### config.mk
export PLATFORM = sky130hd
export DESIGN_NAME = fano_sym_reader
export DESIGN_NICKNAME = d
export VERILOG_FILES = /design/src/rtl/fano_sym_reader.sv
export SDC_FILE = /design/constraint.sdc
export NUM_CORES = 1
export LEC_CHECK = 0
export ABC_AREA = 1
export ABC_CLOCK_PERIOD_IN_PS = 4400
export CAP_MARGIN = 5
export CORE_MARGIN = 2
export CORE_UTILIZATION = 55
export DETAILED_ROUTE_END_ITERATION = 7
export PLACE_DENSITY = 0.78
export SLEW_MARGIN = 20
export SYNTH_ARGS = -nofsm -noshare
export SYNTH_HDL_FRONTEND = slang
export SYNTH_SLANG_ARGS = --single-unit
### constraint.sdc
create_clock -name Clk -period 4.4 [get_ports Clk]
set_input_delay 1.32 -clock Clk [delete_from_list [all_inputs] [get_ports Clk]]
set_output_delay 1.32 -clock Clk [all_outputs]
set_load 0.01 [all_outputs]
### src/rtl/fano_sym_reader.sv
`default_nettype none
// ============================================================================
// Module   : fano_sym_reader
// Purpose  : Frame reader between the soft-symbol FIFO and the Fano decoder.
//            Pulls rate-1/2 soft-symbol pairs from a non-FWFT FIFO with a
//            one-cycle read latency. For each pair it computes the four branch
//            metrics and queues them in a 2-entry buffer. The decoder takes
//            entries over a valid/ready handshake, together with the pair
//            index and a last-of-frame flag.
// Ports    : Clk, Rst (async, active-low)
//            Start/Busy/Done  - frame control (FRAME_LEN pairs per frame)
//            rdData/rdRe/rdEmpty - FIFO read port
//            oValid/oReady/oBm/oIdx/oLast - decoder-side handshake
// Config   : FANO_SYM_READER_SAT_EN defined   -> metrics clamp to METRIC_W
//            FANO_SYM_READER_SAT_EN undefined -> metrics wrap to METRIC_W LSBs
// Revision : 1.0 - initial release
// ============================================================================
module fano_sym_reader #(
    parameter int SOFT_W    = 3,
    parameter int METRIC_W  = 6,
    parameter int BIAS      = 4,
    parameter int FRAME_LEN = 64,
    parameter int IDX_W     = $clog2(FRAME_LEN)
) (
    input  logic                    Clk,
    input  logic                    Rst,
    input  logic                    Start,
    output logic                    Busy,
    output logic                    Done,
    input  logic [2*SOFT_W-1:0]     rdData,
    output logic                    rdRe,
    input  logic                    rdEmpty,
    output logic                    oValid,
    input  logic                    oReady,
    output logic [4*METRIC_W-1:0]   oBm,
    output logic [IDX_W-1:0]        oIdx,
    output logic                    oLast
);

    // Request counter must be able to hold FRAME_LEN itself.
    localparam int                  c_CNT_W    = IDX_W + 1;
    localparam logic [c_CNT_W-1:0]  c_FRAME    = c_CNT_W'(FRAME_LEN);
    localparam logic [c_CNT_W-1:0]  c_CNT_ONE  = c_CNT_W'(1);
    localparam logic [IDX_W-1:0]    c_LAST_IDX = IDX_W'(FRAME_LEN - 1);
    localparam logic [IDX_W-1:0]    c_IDX_ONE  = IDX_W'(1);

    // Arithmetic width of the metric datapath. Wrapping to METRIC_W bits
    // gives the same result as computing at 32 bits and truncating, so the
    // wrap build works directly at METRIC_W; the clamp build needs the full
    // range to detect overflow.
`ifdef FANO_SYM_READER_SAT_EN
    localparam int c_AW = 32;
    localparam logic signed [31:0]       c_HI   = 32'((1 << (METRIC_W - 1)) - 1);
    localparam logic signed [31:0]       c_LO   = -c_HI - 32'sd1;
    localparam logic [METRIC_W-1:0]      c_HI_M = METRIC_W'(c_HI);
    localparam logic [METRIC_W-1:0]      c_LO_M = METRIC_W'(c_LO);
`else
    localparam int c_AW = METRIC_W;
`endif
    localparam logic signed [c_AW-1:0] c_MAX  = c_AW'((1 << SOFT_W) - 1);
    localparam logic signed [c_AW-1:0] c_BIAS = c_AW'(BIAS);

    typedef enum logic [1:0] {
        S_IDLE  = 2'd0,
        S_RUN   = 2'd1,
        S_DRAIN = 2'd2
    } state_t;

    state_t                 r_state;
    logic [c_CNT_W-1:0]     r_req_cnt;
    logic [IDX_W-1:0]       r_acc_cnt;
    logic [IDX_W-1:0]       r_wr_idx;
    logic                   r_infl;
    logic [1:0]             r_occ;
    logic                   r_head;
    logic                   r_tail;
    logic [4*METRIC_W-1:0]  r_bm_mem  [2];
    logic [IDX_W-1:0]       r_idx_mem [2];
    logic [1:0]             r_last_mem;

    logic                   w_pop;
    logic                   w_push;
    logic [2:0]             w_occ_after;
    logic [SOFT_W-1:0]      w_sym0;
    logic [SOFT_W-1:0]      w_sym1;
    logic signed [c_AW-1:0] w_s0;
    logic signed [c_AW-1:0] w_s1;
    logic [4*METRIC_W-1:0]  w_bm;

    // ------------------------------------------------------------------
    // Handshake and read issue
    // ------------------------------------------------------------------
    assign oValid = (r_occ != 2'd0);
    assign w_pop  = oValid & oReady;
    assign w_push = r_infl;           // FIFO data is valid the cycle after rdRe
    assign oBm    = r_bm_mem[r_head];
    assign oIdx   = r_idx_mem[r_head];
    assign oLast  = r_last_mem[r_head];
    assign Busy   = (r_state != S_IDLE);
    assign Done   = w_pop & (r_acc_cnt == c_LAST_IDX);

    // Occupancy at the end of this cycle, counting the read already in
    // flight. A new read is issued only if its data will still fit.
    assign w_occ_after = {1'b0, r_occ} + {2'b00, r_infl} - {2'b00, w_pop};

    assign rdRe = (r_state == S_RUN) & ~rdEmpty & (r_req_cnt < c_FRAME)
                & (w_occ_after < 3'd2);

    // ------------------------------------------------------------------
    // Branch metrics: bm[k] = BIAS - dist(sym0,c0) - dist(sym1,c1),
    // k = {c0,c1}; dist(s,b) = b ? MAX-s : s (offset-binary soft symbols)
    // ------------------------------------------------------------------
    assign w_sym0 = rdData[2*SOFT_W-1:SOFT_W];
    assign w_sym1 = rdData[SOFT_W-1:0];
    assign w_s0   = c_AW'(w_sym0);
    assign w_s1   = c_AW'(w_sym1);

    generate
        for (genvar k = 0; k < 4; k++) begin : g_bm
            localparam bit c_C0 = ((k / 2) % 2) == 1;
            localparam bit c_C1 = (k % 2) == 1;

            logic signed [c_AW-1:0] w_d0;
            logic signed [c_AW-1:0] w_d1;
            logic signed [c_AW-1:0] w_full;

            assign w_d0   = c_C0 ? (c_MAX - w_s0) : w_s0;
            assign w_d1   = c_C1 ? (c_MAX - w_s1) : w_s1;
            assign w_full = c_BIAS - w_d0 - w_d1;
`ifdef FANO_SYM_READER_SAT_EN
            assign w_bm[k*METRIC_W +: METRIC_W] =
                (w_full > c_HI) ? c_HI_M :
                (w_full < c_LO) ? c_LO_M : w_full[METRIC_W-1:0];
`else
            assign w_bm[k*METRIC_W +: METRIC_W] = w_full;
`endif
        end
    endgenerate

    // ------------------------------------------------------------------
    // FSM, counters and 2-entry output buffer
    // ------------------------------------------------------------------
    always_ff @(posedge Clk or negedge Rst) begin
        if (!Rst) begin
            r_state    <= S_IDLE;
            r_req_cnt  <= '0;
            r_acc_cnt  <= '0;
            r_wr_idx   <= '0;
            r_infl     <= 1'b0;
            r_occ      <= 2'd0;
            r_head     <= 1'b0;
            r_tail     <= 1'b0;
            r_last_mem <= 2'b00;
            for (int i = 0; i < 2; i++) begin
                r_bm_mem[i]  <= '0;
                r_idx_mem[i] <= '0;
            end
        end else begin
            r_infl <= rdRe;

            if (rdRe) begin
                r_req_cnt <= r_req_cnt + c_CNT_ONE;
            end

            if (w_push) begin
                r_bm_mem[r_tail]   <= w_bm;
                r_idx_mem[r_tail]  <= r_wr_idx;
                r_last_mem[r_tail] <= (r_wr_idx == c_LAST_IDX);
                r_tail             <= ~r_tail;
                r_wr_idx           <= r_wr_idx + c_IDX_ONE;
            end

            if (w_pop) begin
                r_head    <= ~r_head;
                r_acc_cnt <= r_acc_cnt + c_IDX_ONE;
            end

            r_occ <= r_occ + {1'b0, w_push} - {1'b0, w_pop};

            case (r_state)
                S_IDLE: begin
                    r_req_cnt <= '0;
                    r_acc_cnt <= '0;
                    r_wr_idx  <= '0;
                    if (Start) begin
                        r_state <= S_RUN;
                    end
                end
                S_RUN: begin
                    if (Done) begin
                        r_state <= S_IDLE;
                    end else if (r_req_cnt == c_FRAME) begin
                        r_state <= S_DRAIN;
                    end
                end
                S_DRAIN: begin
                    if (Done) begin
                        r_state <= S_IDLE;
                    end
                end
                default: r_state <= S_IDLE;
            endcase
        end
    end

endmodule
`default_nettype wire

== Yosys cells after proc, flatten, opt, wreduce, memory -nomap -nowiden ==
Index checks and enable logic that the tools add are counted.

* Divide/modulo/power cells: 0
* Reductions and logical operators: 9
* Bitwise operators: 10
* Multiplexer cells: 28
* Add/subtract/negate cells: 15
* Shift-type cells: 0
* $lt $le $gt $ge: 8
* $mul: 0
* Equal/unequal tests: 8

{| class="wikitable"
|+ Operator list
! kind !! count
|-
| 24-bit 2-to-1 mux || 4
|-
| 48-bit bitwise mux || 1
|-
| 6-bit 2-to-1 mux || 8
|-
| 24-bit demux with 1-bit select || 1
|-
| 7-bit 2-to-1 mux || 2
|-
| 6-bit by 1-bit adder with 6-bit output, second input constant || 2
|-
| 12-bit bitwise mux || 1
|-
| 6-bit equality test, second input constant || 2
|-
| 3-bit by 3-bit subtractor with 4-bit output, first input constant || 3
|-
| 5-bit by 4-bit subtractor with 6-bit output || 2
|-
| 2-bit nonzero test || 5
|-
| 4-bit by 4-bit subtractor with 5-bit output || 2
|-
| 2-bit 2-to-1 mux || 4
|-
| 7-bit by 1-bit adder with 7-bit output, second input constant || 1
|-
| 7-bit equality test, second input constant || 1
|-
| 7-bit < comparator, second input constant || 1
|-
| 6-bit demux with 1-bit select || 1
|-
| 2-bit case mux with 3 select lines || 1
|-
| 1-bit bitwise AND || 5
|-
| 4-bit by 4-bit subtractor with 5-bit output, first input constant || 1
|-
| 2-bit >= comparator, second input constant || 2
|-
| 1-bit by 2-bit < comparator with 1-bit output, second input constant || 2
|-
| 2-bit inequality test, second input constant || 2
|-
| 1-bit inverter with 2-bit output || 2
|-
| 17 further kinds || 22
|}

* Input port bits: 11
* Bits in writable memories: 0
* ROM bits: 0
* Register bits: 88
* Bits in latches: 0
* Logic and storage cells: 91
* Memories kept: 0

== Logic depth before layout (Yosys ltp) ==
* Depth in word-level cells: 7
* Depth in mapped cells: 15
* Gate-level depth less buffers: 15

== Worst setup path after synthesis ==
OpenSTA, ideal clock, no wires.

* Path kind: input-to-output
* Start: input port oReady
* End: output port rdRe
* Stages on the path: 9
* Required time: 3.080 ns
* Buffers on the path: 0
* Arrival time: 2.808 ns
* Setup slack: 0.272 ns
* Path through: nand2_2 inv_2 ha_1 inv_1 ha_1 fa_1 nor2_1 nand3_1 nor2_4

* Longest elaborated chain between the ends: 4

{| class="wikitable"
|+ Ends and longest elaborated chain
! element !! line !! RTL
|-
| start: declaration || 34 || <nowiki>input logic oReady,</nowiki>
|-
| 1-bit bitwise AND || 94 || <nowiki>assign w_pop = oValid & oReady;</nowiki>
|-
| net w_pop || 81 || <nowiki>logic w_pop;</nowiki>
|-
| 3-bit by 1-bit subtractor with 3-bit output || 104 || <nowiki>assign w_occ_after = {1'b0, r_occ} + {2'b00, r_infl} - {2'b00, w_pop};</nowiki>
|-
| net w_occ_after[1] || 83 || <nowiki>logic [2:0] w_occ_after;</nowiki>
|-
| 3-bit by 2-bit < comparator with 1-bit output || 107 || <nowiki>& (w_occ_after < 3'd2);</nowiki>
|-
| 1-bit bitwise AND || 107 ||
|-
| end: declaration || 31 || <nowiki>output logic rdRe,</nowiki>
|}

The timed path passes the listed nets, and every way through them passes these cells.

== Worst setup path in the final report ==
Same ends and word-level chain as after synthesis.

==> run metrics <==
Post-Syn Nets 580; Crit Path Max Fanout 2; fmax 234 MHz; Slew headroom 53.0%; reg2reg start r_occ[1]$_DFF_PN0_; Worst Path Buf+Inv 4; DRT antenna net count 0; Worst Hold Depth 2; Synth cell types 34; # fillers 621; first-pass GRT wire length 16800 um; Tmin final 4270 ps; synth warn 0; R2R Path End r_acc_cnt[4]$_DFFE_PN0P_; FF-to-FF path depth 28; register-to-register setup slack 670 ps; Nets 639; Via-to-Cell Ratio 5.18; diode count 0; RSZ-0062 raised after global routing false; H-Tree Depth 3; cells after synthesis 545; root buffer cell clkbuf_8; TritonRoute pass-1 iters 4; Via Count 3682; CP required 3080 ps; PD cells 642 nW/um^2; fin worst setup slack 126 ps; Clock Skews 6.84 ps; Worst path top cell family by delay adder cells; hpwl dp 6190 um; Initial Util 56.4%; largest net degree at the start of global routing 81; Final Hold Slack 489 ps; P_leak 2.61 nW; vias in the first global route 3606; area of the mapped netlist 4320 sq um; critical path's largest stage delay 470 ps; number of synthesized register bits 80; first-iteration detailed-routing DRC count 221; Syn-to-layout area delta 20.1%; clock transition at the registers of the reported paths 90 ps; cts hold-fix bufs 0; Slew Limit Fails 0; worst slack, placed -583 ps; Post-DP Area 4790 sq um; worst-margin pin slew 705 ps; crit-path cells clkbuf_2 > nand2_2 > inv_2 > ha_4 > inv_2 > ha_4 > fa_1 > nor2_1 > nand3_2 > nor2_4 > buf_6; GPL Wtd Cong 0.898; layout cells sized above 1 11.2%; Setup CP Type in2out; sequential fraction of the synthesis area 46.4%; worst path arrival time 2950 ps; final instance area 5180 sq um; Ports 46; row cnt 32; # setup viols final 0; Die ar. 8570 sq um; DRC viols 0; Slowest-stage cell, CP fa_1; number of buffers created by CTS 9; antenna violations before repair 0; hold_sp r_bm_mem[5]$_DFFE_PN0P_; Critical Path Source oReady; Die H 92.6 um; max-cap viol count 0; Avg WL per Cell 13.2 um; TritonCTS clock tree done; Max clock buf depth 2; Peak VDD IR 0.362 mV; GRT Util Overall 24.6%; final hold vios 0; final critical-path share of the clock period 97.1%; outcome complete, no violations; syn avg cell area 7.92 sq um; hold endpoint r_bm_mem[5]$_DFFE_PN0P_; CP Launch Type primary input; gr ovfl total 0; clock latency on the worst-skew pair 350 ps; most common cell after layout, fill and taps aside nand2_1; Core Box Area 7650 sq um; WL final 9410 um; Hold WC Path Type reg2reg; IO buf count 45; CP endpoint kind primary output; clock sink count 80; Die Width 92.6 um; commonest non-fill, non-tap cells in the layout nand2_1 (193), dfrtp_1 (80), inv_1 (57)
==> synthesized netlist by cell type, drive strengths merged <==
cell type	count	share of area [%]
a211oi	1	0.17
nand3b	1	0.17
inv	64	5.6
dfrtp	80	46
nand3	35	4.1
a31oi	2	0.29
nor3b	1	0.17
xor2	3	0.61
o21bai	1	0.17
o31ai	1	0.17
fa	5	2.3
clkbuf	4	0.41
nor3	1	0.12
nor2	25	2.8
xnor2	4	0.81
or2	1	0.15
ha	19	5.5
o211ai	1	0.17
nand4	8	1.2
o21ai	61	7.2
clkinv	1	0.087
a21oi	9	1.0
buf	19	2.9
nand2	198	18
==> flip-flops by register name, indices dropped and copies added, names as in the netlist <==
name / count
r_state: 2
r_acc_cnt: 6
r_occ: 2
r_tail: 1
r_last_mem: 2
r_idx_mem: 12
r_bm_mem: 40
r_req_cnt: 7
r_wr_idx: 6
r_head: 1
r_infl: 1
==> logic make-up (layout without fill, tap and decap cells) <==
| family | count (synthesis) | count (layout) | share of synthesized area [%] |
|---|---|---|---|
| compound gates | 76 | 76 | 9.19 |
| buf+inv | 88 | 152 | 8.96 |
| simple gates | 270 | 270 | 26.2 |
| xor+xnor | 7 | 7 | 1.42 |
| fa+ha+maj | 24 | 24 | 7.83 |
| flops | 80 | 80 | 46.4 |
==> worst max path at each step <==
stage               endpoint  slack (ps)  cells past startpoint
global placement        rdRe        -570                     11
CTS                     rdRe           3                     11
global route            rdRe          20                     11
detailed placement      rdRe        -580                     11
floorplan               rdRe         270                      9
finish                  rdRe         130                     11
==> worst min-delay path, stage by stage (launching register included) <==
cell     delay, ps
dfrtp_1        350
nand2_1         50
nand2_1         60
==> power breakdown <==
group	internal [mW]	leakage, nW	switching [mW]
sequential	1.01	1.01	0.171
clock	0.266	0.0933	0.283
combinational	0.742	1.50	0.853
total	2.02	2.61	1.31
==> metrics by stage <==
stage               TNS, ps  power, mW  util (%)  cells
finish                    0       3.33      67.8    711
global route              0       3.62      67.8    711
CTS                       0       3.33      67.6    712
detailed placement     -583       2.68      62.6    674
global placement       -569       2.62      62.6    674
floorplan                 0       2.10         -    545
==> what timing repair did <==
action	in CTS	in global routing
endpoints found under the setup margin	1	6
endpoints found under the hold margin	0	0
pin swaps	5	3
buffers inserted	22	0
resized for setup	10	7
==> per-layer routing <==
metal	track usage [%]	wire length, um
met5	0	0
met3	3.91	391
met2	38.6	4370
met1	35.4	4490
met4	7.59	147
==> layout make-up <==
class | count | area, sq um | area share [%]
sequential | 80 | 2000 | 38.6
inverter | 65 | 244 | 4.71
multi-input combinational | 377 | 1970 | 38.0
timing repair buffer | 71 | 643 | 12.4
clock buffer | 10 | 128 | 2.46
clock inverter | 6 | 67.6 | 1.30
tap | 102 | 128 | 2.46
Note: power is estimated with default switching activity, not from simulation.
